File: src/rtl/mfb_frame_rr_arbiter.sv
// mfb_frame_rr_arbiter: frame-granular round-robin merge of several single-region MFB streams
module mfb_frame_rr_arbiter #(
  parameter int INPUTS      = 2,
  parameter int REGION_SIZE = 8,
  parameter int BLOCK_SIZE  = 8,
  parameter int ITEM_WIDTH  = 8,
  parameter int META_WIDTH  = 8,
  localparam int DW   = REGION_SIZE * BLOCK_SIZE * ITEM_WIDTH,
  localparam int SW   = (REGION_SIZE > 1) ? $clog2(REGION_SIZE) : 1,
  localparam int EW   = (REGION_SIZE * BLOCK_SIZE > 1) ? $clog2(REGION_SIZE * BLOCK_SIZE) : 1,
  localparam int SELW = (INPUTS > 1) ? $clog2(INPUTS) : 1
) (
  input  logic                         CLK,
  input  logic                         RESET,
  input  logic [INPUTS*DW-1:0]         RX_DATA,
  input  logic [INPUTS*META_WIDTH-1:0] RX_META,
  input  logic [INPUTS*SW-1:0]         RX_SOF_POS,
  input  logic [INPUTS*EW-1:0]         RX_EOF_POS,
  input  logic [INPUTS-1:0]            RX_SOF,
  input  logic [INPUTS-1:0]            RX_EOF,
  input  logic [INPUTS-1:0]            RX_SRC_RDY,
  output logic [INPUTS-1:0]            RX_DST_RDY,
  output logic [DW-1:0]                TX_DATA,
  output logic [META_WIDTH-1:0]        TX_META,
  output logic [SW-1:0]                TX_SOF_POS,
  output logic [EW-1:0]                TX_EOF_POS,
  output logic                         TX_SOF,
  output logic                         TX_EOF,
  output logic                         TX_SRC_RDY,
  input  logic                         TX_DST_RDY,
  output logic [SELW-1:0]              TX_SEL
);
  localparam logic [0:0] IDLE   = 1'b0;
  localparam logic [0:0] LOCKED = 1'b1;
  logic [0:0]      r_state;
  logic [SELW-1:0] r_sel, r_rr, w_rr_idx, w_j, w_idx;
  logic            w_rr_vld, w_out_en, w_gnt_vld, w_xfer, w_sof, w_eof, w_drop, w_open_next;
  // Scan from the far end so the requester closest to r_rr is the last one written.
  always_comb begin
    w_rr_idx = '0;
    w_rr_vld = 1'b0;
    w_j      = '0;
    for (int k = INPUTS - 1; k >= 0; k--) begin
      w_j = SELW'((int'(r_rr) + k) % INPUTS);
      if (RX_SRC_RDY[w_j]) begin
        w_rr_idx = w_j;
        w_rr_vld = 1'b1;
      end
    end
  end
  assign w_out_en    = !TX_SRC_RDY || TX_DST_RDY;
  assign w_idx       = (r_state == LOCKED) ? r_sel : w_rr_idx;
  assign w_gnt_vld   = w_out_en && ((r_state == LOCKED) || w_rr_vld);
  assign RX_DST_RDY  = w_gnt_vld ? ({{(INPUTS-1){1'b0}}, 1'b1} << w_idx) : '0;
  assign w_xfer      = w_gnt_vld && RX_SRC_RDY[w_idx];
  assign w_sof       = RX_SOF[w_idx];
  assign w_eof       = RX_EOF[w_idx];
  assign w_drop      = (r_state == IDLE) && !w_sof;
  // An EOF+SOF word keeps whatever lock state was already in force.
  assign w_open_next = w_sof ? (!w_eof || r_state == LOCKED) : (!w_eof && r_state == LOCKED);
  always_ff @(posedge CLK) begin
    if (RESET) begin
      TX_SRC_RDY <= 1'b0;
      TX_SOF     <= 1'b0;
      TX_EOF     <= 1'b0;
      TX_SEL     <= '0;
      r_state    <= IDLE;
      r_sel      <= '0;
      r_rr       <= '0;
    end else if (w_xfer && !w_drop) begin
      TX_SRC_RDY <= 1'b1;
      TX_SOF     <= w_sof;
      TX_EOF     <= w_eof;
      TX_SEL     <= w_idx;
      r_state    <= w_open_next ? LOCKED : IDLE;
      r_sel      <= w_idx;
      if (!w_open_next) r_rr <= (w_idx == SELW'(INPUTS - 1)) ? '0 : w_idx + 1'b1;
    end else if (w_out_en) begin
      TX_SRC_RDY <= 1'b0;
    end
  end
  always_ff @(posedge CLK) begin
    if (w_xfer && !w_drop) begin
      TX_DATA    <= RX_DATA[w_idx*DW +: DW];
      TX_META    <= RX_META[w_idx*META_WIDTH +: META_WIDTH];
      TX_SOF_POS <= RX_SOF_POS[w_idx*SW +: SW];
      TX_EOF_POS <= RX_EOF_POS[w_idx*EW +: EW];
    end
  end
endmodule

File: config.mk
export PLATFORM = sky130hd
export DESIGN_NAME = mfb_frame_rr_arbiter
export DESIGN_NICKNAME = d
export VERILOG_FILES = /design/src/rtl/mfb_frame_rr_arbiter.sv
export SDC_FILE = /design/constraint.sdc
export NUM_CORES = 1
export LEC_CHECK = 0
export ABC_AREA = 1
export CAP_MARGIN = 20
export CORE_AREA = 2 2 633 635
export DETAILED_ROUTE_END_ITERATION = 8
export DIE_AREA = 0 0 635 637
export PLACE_DENSITY = 0.31
export REMOVE_ABC_BUFFERS = 1
export SLEW_MARGIN = 15
export SYNTH_ARGS = -nofsm -noshare
export SYNTH_HDL_FRONTEND = slang
export SYNTH_SLANG_ARGS = --single-unit
File: constraint.sdc
create_clock -name CLK -period 13.6 [get_ports CLK]
set_clock_uncertainty 0.05 [all_clocks]
set_input_delay 4.08 -clock CLK [delete_from_list [all_inputs] [get_ports CLK]]
set_output_delay 4.08 -clock CLK [all_outputs]
set_load 0.02 [all_outputs]
==> results of run 1 <==
how the worst max path moves through the flow:
stage	from	slack (ns)	cells after the start	end
finish	RX_SRC_RDY[1]	3.12	7	RX_DST_RDY[0]
global route	RX_SRC_RDY[1]	2.90	7	RX_DST_RDY[0]
CTS	RX_SRC_RDY[1]	3.04	7	RX_DST_RDY[0]
detailed placement	RX_SRC_RDY[1]	3.06	7	RX_DST_RDY[0]
global placement	RX_SRC_RDY[1]	3.03	7	RX_DST_RDY[0]
floorplan	RX_SRC_RDY[0]	-7.99	4	RX_DST_RDY[0]
through the flow:
stage	power, µW	hold WS [ns]	util, %	TNS, ns	instances
final	7370	0.447	12.0	0	9240
after CTS	7640	0.456	12.0	0	9223
after global routing	7790	0.474	12.0	0	9226
after floorplan	3470	0.402	-	-3647.54	2182
after global placement	5200	0.419	11.3	0	9068
after detailed placement	5190	0.443	11.3	0	9068
Yosys cell counts:
cell type,instances
clkbuf_1,5
buf_2,105
nand3_2,1
o21ai_0,1
o21ai_1,2
nand2_2,1
inv_2,4
nand3_1,7
nor2_1,18
inv_1,12
a21oi_1,4
dfxtp_1,6
buf_4,7
nand2_1,1597
edfxtp_1,529
registers in the layout, indices dropped and copies added (netlist names), 3 cells and up:
register and cells:
TX_SOF_POS 3, TX_EOF_POS 6, TX_DATA 512, TX_META 8
power breakdown:
group | switching (µW) | leakage (µW) | total, µW | internal [µW]
Combinational | 1730 | 0.0112 | 2600 | 872
Clock | 998 | 0.00135 | 2330 | 1340
Sequential | 161 | 0.00501 | 2430 | 2270
Total | 2890 | 0.0175 | 7370 | 4470
cell type report:
cell class	count	area [µm²]	area share, %
Antenna cell	16	40.0	0.0836
Clock buffer	106	2330	4.87
Clock inverter	49	455	0.951
Inverter	16	75.1	0.157
Multi-Input combinational cell	1631	6160	12.9
Sequential cell	535	16000	33.4
Tap cell	5265	6590	13.8
Timing Repair Buffer	1622	16300	33.9
logic make-up (layout without fill, tap and decap cells):
kind of cell / after synthesis / after routing / share of synthesized area [%]
other: 0 / 16 / 0
buffers and inverters: 133 / 1793 / 2.88
DFF: 535 / 535 / 70.2
and+or+nand+nor: 1624 / 1624 / 26.8
AOI/OAI and AO/OA: 7 / 7 / 0.154
critical path, delay by kind of cell:
kind                   cells  cell delay, ns
buffers and inverters      4            1.69
AND/OR/NAND/NOR            3            0.50
per-layer routing:
metal  share of wire (%)  vias to the layer above  global-route usage, %
met3                  14                      392                   8.17
met1                  37                    11400                   14.1
li1                    -                    10600                      -
met4                 2.1                       84                   2.42
met2                  48                     1286                   22.5
met5                0.20                        -                      0
==> impl_metrics.py, run 1 <==
metrics = {
    "global_routing": {
        "grt_max_degree": 169,
        "track_usage_pct": 13.3,
        "first_global_vias": 24500,
        "grt_pass1_wl_um": 334000,
        "grt-ovfl-total": 0,
        "antenna_found_initial": 161,
    },
    "clocking": {
        "ctsRootBufferMaster": "clkbuf_16",
        "post_cts_buffers": 0,
        "tritoncts": "done",
        "clkSinkCount": 535,
        "clockBufferDepth": 4,
        "cts-resized-gates": 0,
        "clkTransAtPathRegs_ns": 0.05,
        "cts_inserted_buffers": 90,
        "ctsHoldBuffers": 0,
        "clk_latency_ns": 0.84,
        "htreeDepth": 3,
    },
    "yosys": {
        "syn_area_um2": 22800,
        "syn_avg_cell_area_um2": 9.92,
        "synth_top_area_share_pct": 69.6,
        "postSynthCellCount": 2299,
        "synth_seq_cells": 535,
        "yosysTopAreaCell": "edfxtp_1",
        "yosys_warnings": 0,
        "synthTopCellsByArea": "edfxtp_1 (70%), nand2_1 (26%), buf_2 (2.3%)",
        "ys_types": 15,
        "seq_area_frac_synth_pct": 70.2,
    },
    "critical_path": {
        "critPathKind": "primary input to output pin",
        "critPathRequiredTime_ns": 9.47,
        "reg2reg_setup_slack_ns": 9.22,
        "cp_slowest_cell": "clkdlybuf4s50_1",
        "r2r_cells": 9,
        "path_cells": "clkdlybuf4s50_1 -> nor2_1 -> inv_2 -> nand3_4 -> inv_8 -> nor2_1 -> clkdlybuf4s50_1",
        "start_kind": "primary input",
        "critPathMaxStageDelay_ns": 0.58,
        "regToRegEndpoint": "TX_DATA[164]",
        "path_max_fanout": 99,
        "cp.arrival_ns": 6.35,
        "r2r-start": "r_sel",
        "cp-end-kind": "output pin",
    },
    "detailed_routing": {
        "drt_iter0_drc": 1370,
        "vias": 23700,
        "drt_wl_total_um": 279000,
        "ant_nets": 0,
        "wl_per_cell_um": 30.1,
        "avgViaCountPerCell": 2.57,
        "drtPass1Iterations": 7,
        "route.detailed.drc": 0,
    },
    "layout": {
        "fin_nets": 4963,
        "num-fill-cells": 45500,
        "layout_common_cells": "nand2_1 (1597), clkdlybuf4s50_1 (1596), edfxtp_1 (529)",
        "design_area_um2": 47900,
        "drive_above_1_share_pct": 3.97,
        "area_growth_pct": 110,
        "layout_commonest_cell": "nand2_1",
    },
    "floorplan": {
        "core_um2": 398000,
        "die_y_um": 637,
        "dieArea_um2": 404000,
        "io_pins": 1602,
        "core.rowCount": 232,
        "die_width_um": 635,
        "initial_utilization_pct": 5.73,
    },
    "place": {
        "dp_hpwl_um": 243000,
        "place_ws_ns": 3.06,
        "place_area_um2": 45000,
        "port_buffers": 1601,
        "gp_congestion": 0.922,
    },
    "pwr": {
        "total_leakage_power_uw": 0.0175,
        "vdd_drop_max_mv": 0.0894,
        "powerDensity_nw_per_um2": 154,
    },
    "status": {
        "outcome": "finished clean",
    },
    "timing": {
        "tightestPinTransition_ns": 1.17,
        "hold_viol_final": 0,
        "maxSlewHeadroom_pct": 21.9,
        "drv_slew": 0,
        "fin_ws_ns": 3.12,
        "max_clock_freq_ghz": 0.0954,
        "finalSetupViolations": 0,
        "timing.final.crit_period_ns": 10.48,
        "fin_crit_sh_pct": 77.1,
        "rsz0062_at_grt": "no",
    },
    "hold_path": {
        "hold_path_depth": 2,
        "hold_start": "TX_EOF",
        "worst_hold_path_type": "flip-flop to flip-flop",
        "whs_endpoint": "TX_EOF",
    },
    "job": {
        "cap_violations": 0,
    },
}
Power figures use the tool's default switching activity.
==> run 2: changes to the inputs <==
clock period = 9.9 ns   (was 13.6 ns; I/O delays follow)
==> impl_metrics.py, run 2 (synthesis results as in run 1) <==
metrics = {
    "layout": {
        "largest-register": "TX_DATA",
        "reg_top3": "TX_DATA x512, TX_META x8, TX_EOF_POS x6",
        "drive_above_1_share_pct": 4.21,
        "largest_reg_flops": 512,
        "design_area_um2": 47900,
        "layout_commonest_cell": "nand2_1",
        "layout_common_cells": "nand2_1 (1597), clkdlybuf4s50_1 (1595), edfxtp_1 (529)",
        "area_growth_pct": 110,
        "num-fill-cells": 45400,
        "fin_nets": 4965,
        "final_cells": 9239,
    },
    "global_routing": {
        "grt-ovfl-total": 0,
        "antenna_found_initial": 157,
        "first_global_vias": 24400,
        "grt_pass1_wl_um": 331000,
        "track_usage_pct": 13.2,
        "grt_max_degree": 142,
    },
    "critical_path": {
        "cp.arrival_ns": 5.32,
        "critPathMaxStageDelay_ns": 0.59,
        "critPathRequiredTime_ns": 6.88,
        "start_kind": "primary input",
        "cp_slowest_cell": "nand3_4",
        "reg2reg_setup_slack_ns": 5.09,
        "r2r_cells": 9,
        "crit_buf_inv": 4,
        "path_max_fanout": 69,
        "path_cells": "clkdlybuf4s50_1 -> nor2_1 -> inv_2 -> nand3_4 -> inv_8 -> nor2_1 -> clkdlybuf4s50_1",
        "r2r-start": "r_state",
        "critPathTopFamily": "buffers and inverters",
        "cp-end-kind": "output pin",
        "regToRegEndpoint": "TX_DATA[47]",
        "critPathKind": "primary input to output pin",
    },
    "timing": {
        "rsz0062_at_grt": "no",
        "hold_viol_final": 0,
        "timing.final.crit_period_ns": 8.34,
        "finalSetupViolations": 0,
        "fin_crit_sh_pct": 84.3,
        "drv_slew": 0,
        "max_clock_freq_ghz": 0.120,
        "maxSlewHeadroom_pct": 30.6,
        "tightestPinTransition_ns": 1.04,
    },
    "place": {
        "dpl.cell_count": 9070,
        "place_area_um2": 45100,
        "port_buffers": 1601,
        "dp_hpwl_um": 242000,
        "gp_congestion": 0.902,
    },
    "floorplan": {
        "io_pins": 1602,
        "core.rowCount": 232,
        "die_width_um": 635,
        "die_y_um": 637,
        "dieArea_um2": 404000,
        "initial_utilization_pct": 5.73,
        "core_um2": 398000,
    },
    "detailed_routing": {
        "drt_iter0_drc": 1234,
        "vias": 23500,
        "wl_per_cell_um": 29.8,
        "ant_nets": 0,
        "drt_wl_total_um": 276000,
        "route.detailed.drc": 0,
        "drtPass1Iterations": 5,
        "avgViaCountPerCell": 2.54,
    },
    "clocking": {
        "cts_inserted_buffers": 90,
        "tritoncts": "done",
        "post_cts_buffers": 0,
        "clkTransAtPathRegs_ns": 0.06,
        "clkSinkCount": 535,
        "htreeDepth": 3,
        "cts-resized-gates": 0,
        "ctsHoldBuffers": 0,
        "ctsRootBufferMaster": "clkbuf_16",
        "clk_latency_ns": 0.80,
        "clockBufferDepth": 4,
    },
    "pwr": {
        "powerDensity_nw_per_um2": 211,
        "vdd_drop_max_mv": 0.100,
        "total_leakage_power_uw": 0.0175,
    },
    "status": {
        "outcome": "finished clean",
    },
    "hold_path": {
        "hold_path_depth": 2,
        "worst_hold_path_type": "flip-flop to flip-flop",
        "hold_start": "r_rr",
        "whs_endpoint": "r_rr",
    },
    "job": {
        "cap_violations": 0,
    },
}
[run 2: cell types whose count changed in the layout (fill, tap and decap cells not counted), sizes merged]
cell           delta
buf               +3
clkbuf            -5
clkdlybuf4s50     -1
clkinv            +3
clkinvlp          +6
diode             -5
inv               -2
[run 2: worst min-delay path, delay by kind of cell (launching register included)]
kind	cells	cell delay [ns]
compound gates	1	0.05
simple gates	1	0.08
flops	1	0.35
[run 2: report_power, final]
part / internal, µW / switching, µW
logic: 1200 / 2410
clock network: 1850 / 1350
registers: 3110 / 190
[run 2: metrics by stage]
step / setup TNS [ns] / power [µW] / setup WS, ns / util [%] / hold slack [ns]
after floorplan: -6401.39 / 4770 / -9.47 / - / 0.402
after global placement: 0 / 7140 / 1.50 / 11.3 / 0.415
after detailed placement: 0 / 7120 / 1.48 / 11.3 / 0.442
after CTS: 0 / 10500 / 1.47 / 12.0 / 0.459
after global routing: 0 / 10700 / 1.37 / 12.0 / 0.518
final: 0 / 10100 / 1.56 / 12.0 / 0.463
[run 2: area by class of cell]
| type | count | area (µm²) | area share [%] |
|---|---|---|---|
| antenna | 11 | 27.5 | 0.0574 |
| clock buffer | 101 | 2340 | 4.87 |
| clock inverter | 56 | 479 | 1.00 |
| inverter | 16 | 75.1 | 0.157 |
| multi-input combinational | 1631 | 6160 | 12.8 |
| sequential | 535 | 16000 | 33.4 |
| tap | 5265 | 6590 | 13.7 |
| timing repair buffer | 1624 | 16300 | 33.9 |
[run 2: worst max path at each step]
stage / start / end / slack [ns] / cells after the start
final: RX_SRC_RDY[1] / RX_DST_RDY[0] / 1.56 / 7
after global routing: RX_SRC_RDY[1] / RX_DST_RDY[0] / 1.37 / 7
after CTS: RX_SRC_RDY[1] / RX_DST_RDY[0] / 1.47 / 7
after detailed placement: RX_SRC_RDY[1] / RX_DST_RDY[0] / 1.48 / 7
after global placement: RX_SRC_RDY[1] / RX_DST_RDY[0] / 1.50 / 7
after floorplan: RX_SRC_RDY[0] / RX_DST_RDY[0] / -9.47 / 4
[run 2: metal layers]
metal	wire length [µm]	vias to the layer above	track usage, %
met5	626	-	0
met4	6710	98	2.79
met3	38300	410	8.39
met2	130000	1201	22.2
met1	99700	11200	13.7
li1	-	10600	-
